===== src/rtl/fb_rect_fill_if.sv =====
`default_nettype none
// -----------------------------------------------------------------------------
// fb_rect_fill_if : rectangle command channel plus frame-buffer write port
// Rev 1.0
// -----------------------------------------------------------------------------
interface fb_rect_fill_if #(
  parameter int ADDR_W = 19,
  parameter int DATA_W = 4
);
  logic              cmd_valid;
  logic              cmd_ready;
  logic [9:0]        cmd_x0;
  logic [8:0]        cmd_y0;
  logic [9:0]        cmd_x1;
  logic [8:0]        cmd_y1;
  logic [DATA_W-1:0] cmd_color;
  logic              hold;
  logic              we;
  logic [ADDR_W-1:0] waddr;
  logic [DATA_W-1:0] wdata;
  logic              busy;
  logic              done;
  logic              err;

  modport master (
    output cmd_valid, cmd_x0, cmd_y0, cmd_x1, cmd_y1, cmd_color, hold,
    input  cmd_ready, we, waddr, wdata, busy, done, err
  );

  modport slave (
    input  cmd_valid, cmd_x0, cmd_y0, cmd_x1, cmd_y1, cmd_color, hold,
    output cmd_ready, we, waddr, wdata, busy, done, err
  );
endinterface
`default_nettype wire


===== src/rtl/fb_rect_fill.sv =====
`default_nettype none
// -----------------------------------------------------------------------------
// fb_rect_fill : fills a rectangle of one palette index, one BRAM write/cycle
// Rev 1.0
// -----------------------------------------------------------------------------
module fb_rect_fill #(
  parameter int H_RES  = 640,
  parameter int V_RES  = 480,
  parameter int ADDR_W = 19,
  parameter int DATA_W = 4
) (
  input wire            clk_100m,
  input wire            reset_n,
  fb_rect_fill_if.slave bus
);
  typedef enum logic [1:0] {
    S_IDLE = 2'd0,
    S_FILL = 2'd1,
    S_DONE = 2'd2,
    S_ERR  = 2'd3
  } state_t;

  localparam logic [ADDR_W-1:0] ROW_STEP = ADDR_W'(H_RES);

  state_t            state_q, state_d;
  logic [9:0]        x_q, x_d, x0_q, x0_d, x1_q, x1_d;
  logic [8:0]        y_q, y_d, y1_q, y1_d;
  logic [ADDR_W-1:0] row_q, row_d;
  logic              last_q, last_d;
  logic              cmd_ready_q, cmd_ready_d;
  logic              we_q, we_d;
  logic [ADDR_W-1:0] waddr_q, waddr_d;
  logic [DATA_W-1:0] wdata_q, wdata_d;
  logic              busy_q, busy_d;
  logic              done_q, done_d;
  logic              err_q, err_d;

  logic [9:0]        cur_x, end_x0, end_x1;
  logic [8:0]        cur_y, end_y1;
  logic [ADDR_W-1:0] cur_row, row0;
  logic              at_eol, at_last, cmd_ok, step;

  // H_RES*y0 as y*512 + y*128 (H_RES = 640 layout)
  assign row0   = (ADDR_W'(bus.cmd_y0) << 9) + (ADDR_W'(bus.cmd_y0) << 7);
  assign cmd_ok = (bus.cmd_x0 <= bus.cmd_x1) && (int'(bus.cmd_x1) < H_RES) &&
                  (bus.cmd_y0 <= bus.cmd_y1) && (int'(bus.cmd_y1) < V_RES);

  // Cursor comes from the incoming command on the accept edge, else from the walk.
  always_comb begin
    cur_x   = x_q;
    cur_y   = y_q;
    cur_row = row_q;
    end_x0  = x0_q;
    end_x1  = x1_q;
    end_y1  = y1_q;
    if (state_q == S_IDLE) begin
      cur_x   = bus.cmd_x0;
      cur_y   = bus.cmd_y0;
      cur_row = row0;
      end_x0  = bus.cmd_x0;
      end_x1  = bus.cmd_x1;
      end_y1  = bus.cmd_y1;
    end
    at_eol  = (cur_x == end_x1);
    at_last = at_eol && (cur_y == end_y1);
  end

  always_comb begin
    state_d     = state_q;
    x_d         = x_q;
    y_d         = y_q;
    row_d       = row_q;
    x0_d        = x0_q;
    x1_d        = x1_q;
    y1_d        = y1_q;
    last_d      = last_q;
    cmd_ready_d = cmd_ready_q;
    we_d        = 1'b0;
    waddr_d     = waddr_q;
    wdata_d     = wdata_q;
    busy_d      = busy_q;
    done_d      = 1'b0;
    err_d       = 1'b0;
    step        = 1'b0;

    case (state_q)
      S_IDLE: begin
        if (bus.cmd_valid && cmd_ready_q) begin
          cmd_ready_d = 1'b0;
          if (cmd_ok) begin
            state_d = S_FILL;
            x0_d    = bus.cmd_x0;
            x1_d    = bus.cmd_x1;
            y1_d    = bus.cmd_y1;
            wdata_d = bus.cmd_color;
            busy_d  = 1'b1;
            step    = 1'b1;
          end else begin
            state_d = S_ERR;
            err_d   = 1'b1;
          end
        end
      end
      S_FILL: begin
        // last_q means (x1,y1) has already been issued
        if (last_q) begin
          state_d = S_DONE;
          done_d  = 1'b1;
        end else if (!bus.hold) begin
          step = 1'b1;
        end
      end
      S_DONE: begin
        state_d     = S_IDLE;
        cmd_ready_d = 1'b1;
        busy_d      = 1'b0;
      end
      S_ERR: begin
        state_d     = S_IDLE;
        cmd_ready_d = 1'b1;
      end
      default: begin
        state_d     = S_IDLE;
        cmd_ready_d = 1'b1;
        busy_d      = 1'b0;
      end
    endcase

    if (step) begin
      we_d    = 1'b1;
      waddr_d = cur_row + ADDR_W'(cur_x);
      last_d  = at_last;
      x_d     = cur_x + 10'd1;
      y_d     = cur_y;
      row_d   = cur_row;
      if (at_eol) begin
        x_d   = end_x0;
        y_d   = cur_y + 9'd1;
        row_d = cur_row + ROW_STEP;
      end
    end
  end

  always_ff @(posedge clk_100m or negedge reset_n) begin
    if (!reset_n) begin
      state_q     <= S_IDLE;
      x_q         <= '0;
      y_q         <= '0;
      row_q       <= '0;
      x0_q        <= '0;
      x1_q        <= '0;
      y1_q        <= '0;
      last_q      <= 1'b0;
      cmd_ready_q <= 1'b1;
      we_q        <= 1'b0;
      waddr_q     <= '0;
      wdata_q     <= '0;
      busy_q      <= 1'b0;
      done_q      <= 1'b0;
      err_q       <= 1'b0;
    end else begin
      state_q     <= state_d;
      x_q         <= x_d;
      y_q         <= y_d;
      row_q       <= row_d;
      x0_q        <= x0_d;
      x1_q        <= x1_d;
      y1_q        <= y1_d;
      last_q      <= last_d;
      cmd_ready_q <= cmd_ready_d;
      we_q        <= we_d;
      waddr_q     <= waddr_d;
      wdata_q     <= wdata_d;
      busy_q      <= busy_d;
      done_q      <= done_d;
      err_q       <= err_d;
    end
  end

  assign bus.cmd_ready = cmd_ready_q;
  assign bus.we        = we_q;
  assign bus.waddr     = waddr_q;
  assign bus.wdata     = wdata_q;
  assign bus.busy      = busy_q;
  assign bus.done      = done_q;
  assign bus.err       = err_q;
endmodule
`default_nettype wire

===== src/flat_wrapper.sv =====
// flat-port wrapper written by rule: the top's interface ports become plain ports
module fb_rect_fill_flat 
#(
  parameter int H_RES  = 640,
  parameter int V_RES  = 480,
  parameter int ADDR_W = 19,
  parameter int DATA_W = 4
)
  (clk_100m, reset_n, bus_cmd_valid, bus_cmd_x0, bus_cmd_y0, bus_cmd_x1, bus_cmd_y1, bus_cmd_color, bus_hold, bus_cmd_ready, bus_we, bus_waddr, bus_wdata, bus_busy, bus_done, bus_err);
  fb_rect_fill_if #(.ADDR_W(ADDR_W), .DATA_W(DATA_W)) bus_i ();
  input wire clk_100m;
  input wire reset_n;
  input wire logic [$bits(bus_i.cmd_valid)-1:0] bus_cmd_valid;
  input wire logic [$bits(bus_i.cmd_x0)-1:0] bus_cmd_x0;
  input wire logic [$bits(bus_i.cmd_y0)-1:0] bus_cmd_y0;
  input wire logic [$bits(bus_i.cmd_x1)-1:0] bus_cmd_x1;
  input wire logic [$bits(bus_i.cmd_y1)-1:0] bus_cmd_y1;
  input wire logic [$bits(bus_i.cmd_color)-1:0] bus_cmd_color;
  input wire logic [$bits(bus_i.hold)-1:0] bus_hold;
  output wire logic [$bits(bus_i.cmd_ready)-1:0] bus_cmd_ready;
  output wire logic [$bits(bus_i.we)-1:0] bus_we;
  output wire logic [$bits(bus_i.waddr)-1:0] bus_waddr;
  output wire logic [$bits(bus_i.wdata)-1:0] bus_wdata;
  output wire logic [$bits(bus_i.busy)-1:0] bus_busy;
  output wire logic [$bits(bus_i.done)-1:0] bus_done;
  output wire logic [$bits(bus_i.err)-1:0] bus_err;
  assign bus_i.cmd_valid = bus_cmd_valid;
  assign bus_i.cmd_x0 = bus_cmd_x0;
  assign bus_i.cmd_y0 = bus_cmd_y0;
  assign bus_i.cmd_x1 = bus_cmd_x1;
  assign bus_i.cmd_y1 = bus_cmd_y1;
  assign bus_i.cmd_color = bus_cmd_color;
  assign bus_i.hold = bus_hold;
  assign bus_cmd_ready = bus_i.cmd_ready;
  assign bus_we = bus_i.we;
  assign bus_waddr = bus_i.waddr;
  assign bus_wdata = bus_i.wdata;
  assign bus_busy = bus_i.busy;
  assign bus_done = bus_i.done;
  assign bus_err = bus_i.err;
  fb_rect_fill #(.H_RES(H_RES), .V_RES(V_RES), .ADDR_W(ADDR_W), .DATA_W(DATA_W)) u_core (.clk_100m(clk_100m), .reset_n(reset_n), .bus(bus_i));
endmodule

===== config.mk =====
export PLATFORM = sky130hd
export DESIGN_NAME = fb_rect_fill_flat
export DESIGN_NICKNAME = d
export VERILOG_FILES = /design/src/rtl/fb_rect_fill_if.sv /design/src/rtl/fb_rect_fill.sv /design/src/flat_wrapper.sv
export SDC_FILE = /design/constraint.sdc
export NUM_CORES = 1
export LEC_CHECK = 0
export ABC_AREA = 1
export CAP_MARGIN = 20
export CORE_MARGIN = 2
export CORE_UTILIZATION = 50
export DETAILED_ROUTE_END_ITERATION = 8
export PLACE_DENSITY = 0.71
export SYNTH_ARGS = -nofsm -noshare
export SYNTH_HDL_FRONTEND = slang
export SYNTH_SLANG_ARGS = --single-unit

===== constraint.sdc =====
create_clock -name clk_100m -period 5.2 [get_ports clk_100m]
set_input_delay 1.04 -clock clk_100m [delete_from_list [all_inputs] [get_ports clk_100m]]
set_output_delay 1.04 -clock clk_100m [all_outputs]
set_load 0.05 [all_outputs]

Word level (Yosys, flattened, before mapping)
Cells that the tools add are included.
{"block": "op_classes", "n_lt_le_gt_ge": 4, "add_sub_neg": 5, "reduce_logical": 13, "eq_ne": 8, "n_mux": 29}
{"operator": "10-bit 2-to-1 mux", "count": 4}
{"operator": "19-bit 2-to-1 mux", "count": 2}
{"operator": "9-bit 2-to-1 mux", "count": 3}
{"operator": "18-bit by 16-bit adder with 19-bit output", "count": 1}
{"operator": "19-bit by 10-bit adder with 19-bit output", "count": 1}
{"operator": "19-bit by 10-bit adder with 19-bit output (second input constant)", "count": 1}
{"operator": "1-bit 2-to-1 mux", "count": 13}
{"operator": "10-bit by 1-bit adder with 10-bit output (second input constant)", "count": 1}
{"operator": "10-bit == test", "count": 1}
{"operator": "10-bit less-or-equal comparator", "count": 1}
{"operator": "10-bit < comparator (second input constant)", "count": 1}
{"operator": "9-bit by 1-bit adder with 9-bit output (second input constant)", "count": 1}
{"operator": "9-bit == test", "count": 1}
{"operator": "9-bit less-or-equal comparator", "count": 1}
{"operator": "9-bit < comparator (second input constant)", "count": 1}
{"operator": "2-bit 2-to-1 mux", "count": 3}
{"operator": "1-bit case mux with 2 select lines", "count": 3}
{"operator": "2-bit case mux with 3 select lines", "count": 1}
{"operator": "3-bit AND reduction", "count": 2}
{"operator": "1-bit logical AND", "count": 5}
{"operator": "2-bit == test (second input constant)", "count": 2}
{"operator": "2-bit by 1-bit != test with 1-bit output (second input constant)", "count": 2}
{"operator": "2-bit AND reduction", "count": 2}
{"operator": "2-bit nonzero test", "count": 2}
{"operator": "4 further kinds", "count": 4}
{"block": "word_totals", "regBits": 98, "out_inout_bits": 28, "elab_cells": 74}

Longest topological paths before layout
Gate-level depths: netlist of run 1.
{"block": "logic_depth", "ltp_word": 8, "mapped_depth": 18, "ltp_nobuf": 16}

Worst setup path after synthesis of run 1
OpenSTA, ideal clock, no wires.
{"block": "synth_timing", "path_type": "input-to-reg", "startpoint": "in bus_cmd_y0[0]", "endpoint": "reg u_core.waddr_q[16] (netlist: u_core.bus.waddr[16])", "setup_time_ns": 0.124, "n_path_buf": 0, "path_slack_ns": 2.149, "t_required_ns": 5.076, "t_arrival_ns": 2.927, "path_stages": 13, "cell_sequence": "ha_1 > nand2_1 > o21ai_1 > ha_1 > nand2_1 > nor2_1 > nand4_1 > o21ai_0 > nand3_1 > nor2_1 > nand2_1 > nand2_1 > a21oi_1"}
{"block": "synth_via", "elab_chain_cells": 6}
{"element": "start, declared", "line_no": "flat_wrapper.sv:15", "source": "input wire logic [$bits(bus_i.cmd_y0)-1:0] bus_cmd_y0;"}
{"element": "branches (longest 6 deep; another with 18-bit by 16-bit adder with 19-bit output)"}
{"element": "end signal, assigned", "line_no": "fb_rect_fill.sv:172", "source": "waddr_q <= waddr_d;"}
{"element": "end, declared", "line_no": "fb_rect_fill.sv:32", "source": "logic [ADDR_W-1:0] waddr_q, waddr_d;"}
Parallel ways; which one is timed is not known.
A chain may end at the register's enable or synchronous reset.

Worst setup path in the final report of run 1
{"block": "layout_timing", "startpoint": "in bus_cmd_y0[2]", "endpoint": "reg u_core.waddr_q[16] (netlist: u_core.bus.waddr[16])"}
Same word-level chain as after synthesis.

==> run metrics, run 1 <==
total nets after synthesis=1059; sw power=2.49 mW; filler cell count=1281; Period Utilization, post-route=71.2%; count of different cell masters after synthesis=40; largest incremental delay on the critical path=0.59 ns; multi-input gate area in the final layout=3840 sq um; Total Routing Usage GR=23.9%; number of clock sinks=98; Worst-Margin Slew=0.903 ns; die area=14800 sq um; number of hold violations in the final report=0; headroom to the max-slew limit=39.7%; setup repair after global routing missed its margin=no; detailed-route DRC error count=0; total negative setup slack=0 ns; total routed wirelength=16.4 mm; Boundary Pins=74; category of the worst setup path launch point=input port; worst hold margin=0.474 ns; HPWL after DPL=11.7 mm; clock network latency to the later pin of the worst-skew pair=0.35 ns; combinational share of power=60.6%; number of CTS-inserted buffers=9; cell area after synthesis=6900 sq um; critical path peak fanout=5; Met3 Routed Length=568 um; Met1 Wirelength=7.81 mm; number of global-route vias before repair=6106; switching fraction of total power=49.1%; final antenna-violating net count=0; Final Critical Period=3.70 ns; crit-path most repeated cell=nand2_1; largest net degree at the start of global routing=64; Critical Path, Cell by Cell=clkdlybuf4s50_1 > ha_1 > nand2_1 > o21ai_1 > ha_1 > nand2_1 > nor2_1 > nand4_1 > o21ai_0 > nand3_1 > o21ai_1 > nand2_1 > a21oi_1; first-pass GRT wire length=28.3 mm; quantity of gates resized following cts=0; post-DR vias/cell=5.15; relative area change from synthesis to final layout=15.7%; worst supply voltage drop on vdd=0.000315 V; endpoint class of the critical path=register; First DRT Iteration DRCs=300; run status=finished clean; post-synthesis sequential area ratio=35.6%; leading cell types in the layout, fill and taps excluded=nand2_1 (286), inv_1 (97), dfrtp_1 (97); standby leakage power=3.99 nW; post-detailed-placement cell area=7680 sq um; CP max-delay cell=clkdlybuf4s50_1; root buf cell=clkbuf_16; most common library cell in the layout ignoring fill and taps=nand2_1; Int Power=2.59 mW; initial antenna violation count=0; count of placed standard cells including taps=1192; Mapped Cells=972; clock tree from TritonCTS=yes; Die H=121 um; Power Dens Cells=636 nW/um^2; data arrival time of the critical path=3.98 ns; # port buffers=73; type of the most critical hold path=reg2reg; Layout Nets=1114; hold buffer count at CTS=0; Worst path top cell family by delay=compound AO/OA/AOI/OAI gates; final non-filler cell area=7990 sq um; worst clock skew=0.00564 ns; Starting Density=51.7%; data required time at the worst endpoint=5.48 ns; number of buffers on the longest clock path=2; classification of the worst setup path=in2reg; share of power burned in the clock network=13.5%; number of warning messages in the yosys log=0; clock transition time at the flip-flop clock pins of the worst setup and hold paths=0.07 ns; Max Used Layer=met4; post-CTS setup buffer count=0; ratio of cells with drive above 1 in the final layout=6.01%; sequential group share of total power=25.8%; die width=121 um; total inserted antenna cells=0; final routed wire length divided by cell count=13.6 um; total met2 wirelength after detailed routing=7.77 mm; synthesized area per cell=7.10 sq um; setup-violating endpoint count in the final report=0; Synth Register Bits=98; Storage cell area=2450 sq um; final cell count without fillers=1208; CP Buf/Inv Count=1; number of max-cap violations=0; Max Clock Freq=0.270 GHz; Clock H-tree levels=3; last weighted congestion value of the routability-driven placer=0.841; 1st-pass router iterations=5; Site Rows=42; placeable core region=13300 sq um; final standard cell utilization of the core=59.8%; fin. max-slew vios=0; count of vias placed by the detailed router=6218; total overflow reported by the global router=0
## cell families (layout without fill, tap and decap cells)
kind of cell	Yosys count	count (layout)	synth area share (%)
AND/OR/NAND/NOR	490	490	30.4
adder cells (fa/ha/maj)	41	41	7.65
buffers and inverters	137	197	8.87
AO/OA/AOI/OAI	171	171	13.1
XOR/XNOR	35	35	4.44
flip-flops	98	98	35.6
## metal layers
metal	global-route usage, %	vias up
met5	0	-
met1	31.0	2826
met2	41.1	120
met3	4.18	28
li1	-	3244
met4	6.54	0
## synthesized netlist by cell type
cell      instances  area (sq um)
inv_4             1          6.26
clkinv_1          1          3.75
a211oi_1          1          7.51
dfrtp_1          97          2430
nand3_1          63           315
nor2_2            4          25.0
nand2_1         287          1080
o21ai_2           7          61.3
nand2_2           8          50.1
nor2_4            3          33.8
inv_2             2          7.51
nand4_2           1          12.5
clkbuf_1         14          52.6
or2_0             1          6.26
buf_2            10          50.1
nor2_8            1          20.0
xnor2_1          10          87.6
inv_1            97           364
nand2_4           1          11.3
a31oi_1           1          6.26
nand3_2           1          10.0
o21ai_1          33           165
fa_1              2          40.0
nor3_1            4          20.0
a21oi_1          61           305
nor2_1           87           327
o211ai_1          2          15.0
dfstp_2           1          26.3
o21bai_1          3          22.5
or2_2             9          56.3
a41oi_1           1          8.76
o21ai_0          61           305
buf_4             2          15.0
xor2_1           25           219
o21a_1            1          7.51
and2_1            2          12.5
nand4_1          14          87.6
nand3b_1          4          30.0
ha_1             39           488
buf_6            10           113
## sequential cells by signal, summed over array words and instances, names as in the netlist, 2 cells and up
register / count
u_core.bus.waddr: 19
u_core.bus.wdata: 4
u_core.row_q: 19
u_core.state_q: 2
u_core.x0_q: 10
u_core.x1_q: 10
u_core.x_q: 10
u_core.y1_q: 9
u_core.y_q: 9
## final timing paths
check                                                    from                               end  slack, ns  depth (start not counted)
worst max-delay path                            bus_cmd_y0[2]  u_core.bus.waddr[16]$_DFFE_PN0P_       1.50                         13
worst min-delay path              u_core.bus.busy$_DFFE_PN0P_       u_core.bus.busy$_DFFE_PN0P_       0.47                          2
worst max register to register  u_core.state_q[1]$_DFFE_PN0P_  u_core.bus.waddr[16]$_DFFE_PN0P_       1.68                         14
worst min register to register    u_core.bus.busy$_DFFE_PN0P_       u_core.bus.busy$_DFFE_PN0P_       0.47                          2
max in group asynchronous                             reset_n   u_core.bus.waddr[7]$_DFFE_PN0P_       3.43                          2
min in group asynchronous                             reset_n        u_core.y1_q[4]$_DFFE_PN0P_       0.78                          1
## area by class of cell
cell class	instances	area share [%]
Tap cell	176	2.76
Sequential cell	98	30.7
Clock inverter	3	0.501
Inverter	101	4.78
Clock buffer	13	3.26
Multi-Input combinational cell	737	48.0
Timing Repair Buffer	80	9.93
## tightest hold or removal path: stages, from the launching register on
cell     delay [ns]
dfrtp_1        0.34
nand2_1        0.05
nand2_1        0.05
## metrics by stage
| step | worst slack [ns] | power [mW] |
|---|---|---|
| after CTS | 1.52 | 5.11 |
| after floorplan | 2.15 | 3.70 |
| final | 1.50 | 5.08 |
| after detailed placement | 1.17 | 4.39 |
| after global placement | 1.26 | 4.36 |
| after global routing | 1.20 | 5.56 |
## power groups by stage
stage / clock network (mW) / registers, mW / logic (mW)
finish: 0.686 / 1.31 / 3.08
global route: 0.730 / 1.36 / 3.47
CTS: 0.705 / 1.31 / 3.09
detailed placement: 0 / 1.32 / 3.07
global placement: 0 / 1.32 / 3.04
floorplan: 0 / 1.65 / 2.05
Power figures use the tool's default switching activity.
==> inputs of run 2 (changes only) <==
PLACE_DENSITY = 0.74   (was 0.71)
clock period = 3.23 ns   (was 5.2 ns; I/O delays follow)
==> run 2 against run 1 <==
  * Combinational power increased by 70%
  * Routed wire length increased by 4.1%
  * Worst setup slack got worse by 1.2 ns
==> run metrics, run 2 (synthesis gave the netlist of run 1 again) <==
total inserted antenna cells=0; count of vias placed by the detailed router=6461; Storage cell area=2450 sq um; Boundary Pins=74; # port buffers=73; detailed-route DRC error count=0; relative area change from synthesis to final layout=19.5%; number of max-cap violations=0; capture point of the worst reg-to-reg path=u_core.bus.waddr[8]$_DFFE_PN0P_; final worst-path setup slack=0.287 ns; First DRT Iteration DRCs=389; 1st-pass router iterations=5; classification of the worst setup path=reg2reg; Worst setup startpoint=u_core.state_q[1]$_DFFE_PN0P_; Clock H-tree levels=3; post-DR vias/cell=5.23; clock tree from TritonCTS=yes; placeable core region=13300 sq um; ratio of cells with drive above 1 in the final layout=8.59%; final antenna-violating net count=0; worst supply voltage drop on vdd=0.000509 V; worst clock skew=0.00601 ns; FF-to-FF path depth=11; most common library cell in the layout ignoring fill and taps=nand2_1; filler cell count=1214; multi-input gate area in the final layout=3840 sq um; Total Routing Usage GR=24.6%; setup-violating endpoint count in the final report=0; clock transition time at the flip-flop clock pins of the worst setup and hold paths=0.07 ns; quantity of gates resized following cts=0; number of clock sinks=98; worst hold margin=0.342 ns; type of the most critical hold path=in2async; data arrival time of the critical path=3.17 ns; Period Utilization, post-route=91.1%; number of hold violations in the final report=0; data required time at the worst endpoint=3.46 ns; clock network latency to the later pin of the worst-skew pair=0.35 ns; first-pass GRT wire length=28.7 mm; initial antenna violation count=0; number of CTS-inserted buffers=9; run status=finished clean; number of global-route vias before repair=6053; total routed wirelength=17.1 mm; post-CTS setup buffer count=0; root buf cell=clkbuf_16; Power Dens Cells=1040 nW/um^2; reg2reg start=u_core.state_q[1]$_DFFE_PN0P_; Starting Density=51.7%; total negative setup slack=0 ns; slack of the worst reg-to-reg path=0.29 ns; category of the worst setup path launch point=register; die width=121 um; fin. max-slew vios=0; total overflow reported by the global router=0; standby leakage power=4.13 nW; number of buffers on the longest clock path=2; largest net degree at the start of global routing=54; HPWL after DPL=12.6 mm; Site Rows=42; final routed wire length divided by cell count=13.9 um; setup repair after global routing missed its margin=no; Max Clock Freq=0.340 GHz; Worst-Margin Slew=0.722 ns; Die H=121 um; leading cell types in the layout, fill and taps excluded=nand2_1 (286), inv_1 (97), dfrtp_1 (97); critical path peak fanout=20; last weighted congestion value of the routability-driven placer=0.898; hold buffer count at CTS=0; Post-Place Worst Slack=0.0242 ns; Layout Nets=1141; endpoint class of the critical path=register; headroom to the max-slew limit=51.9%; Final Critical Period=2.94 ns; die area=14800 sq um
run 2: changes by cell type in the layout (fill, tap and decap cells not counted):
cell        previous run  this run
nand2_4                1         2
clkbuf_8               2         0
clkbuf_1               2         0
clkinv_2               2         0
clkinv_4               0         1
buf_4                  7        32
nand2_2                9         8
bufinv_16              1         2
inv_6                  0         2
buf_12                 1         3
clkinvlp_4             0         2
run 2: metal layers:
layer / GRT usage (%) / up-vias / wire (um) / part of all wire [%]
li1: - / 3294 / - / -
met1: 31.3 / 2989 / 7750 / 45
met2: 42.5 / 151 / 8260 / 48
met3: 4.93 / 27 / 791 / 4.6
met4: 7.04 / 0 / 313 / 1.8
met5: 0 / - / 0 / 0
run 2: how the worst max path moves through the flow:
stage,to,slack [ns]
6_report,u_core.bus.waddr[8]$_DFFE_PN0P_,0.29
5_1_grt,u_core.bus.waddr[17]$_DFFE_PN0P_,0.05
4_1_cts,u_core.bus.waddr[8]$_DFFE_PN0P_,0.29
3_5_place_dp,u_core.bus.waddr[12]$_DFFE_PN0P_,0.02
3_3_place_gp,u_core.row_q[16]$_DFFE_PN0P_,0.08
2_1_floorplan,u_core.bus.waddr[16]$_DFFE_PN0P_,0.20
run 2: layout make-up:
type	count	share of cell area, %
clock buffers	9	2.73
clock inverters	7	1.23
inverters	101	4.63
multi-input cells	737	46.6
flip-flops and latches	98	29.8
well taps	176	2.67
repair buffers	107	12.4
run 2: through the flow:
stage	power (mW)	utilization, %	std cells	instance area, sq um
after global placement	7.27	59.3	1219	7910
after detailed placement	7.35	59.3	1219	7910
after global routing	9.32	61.8	1235	8240
final	8.56	61.8	1235	8240
after CTS	8.58	61.7	1235	8240
after floorplan	5.95	-	972	6900
run 2: critical path, cell delays in order, from the launching register on:
cell     delay, ns
dfrtp_1       0.47
nor2_4        0.44
buf_4         0.29
nor2_1        0.06
ha_1          0.21
fa_1          0.44
nand3_1       0.09
nand2_1       0.08
a21oi_1       0.26
o21ai_0       0.15
xnor2_1       0.22
a21oi_1       0.10
run 2: where the power goes:
group          total [mW]  leakage, nW  internal (mW)  switching, mW
sequential           2.12         1.19           1.82          0.300
clock                1.19        0.153          0.686          0.504
combinational        5.25         2.79           1.91           3.34
total                8.56         4.13           4.42           4.14
==> inputs of run 3 (changes only) <==
CAP_MARGIN = default   (was 20)
==> results of run 3 <==
Final layout, timing and power as in run 2 (identical DEF).
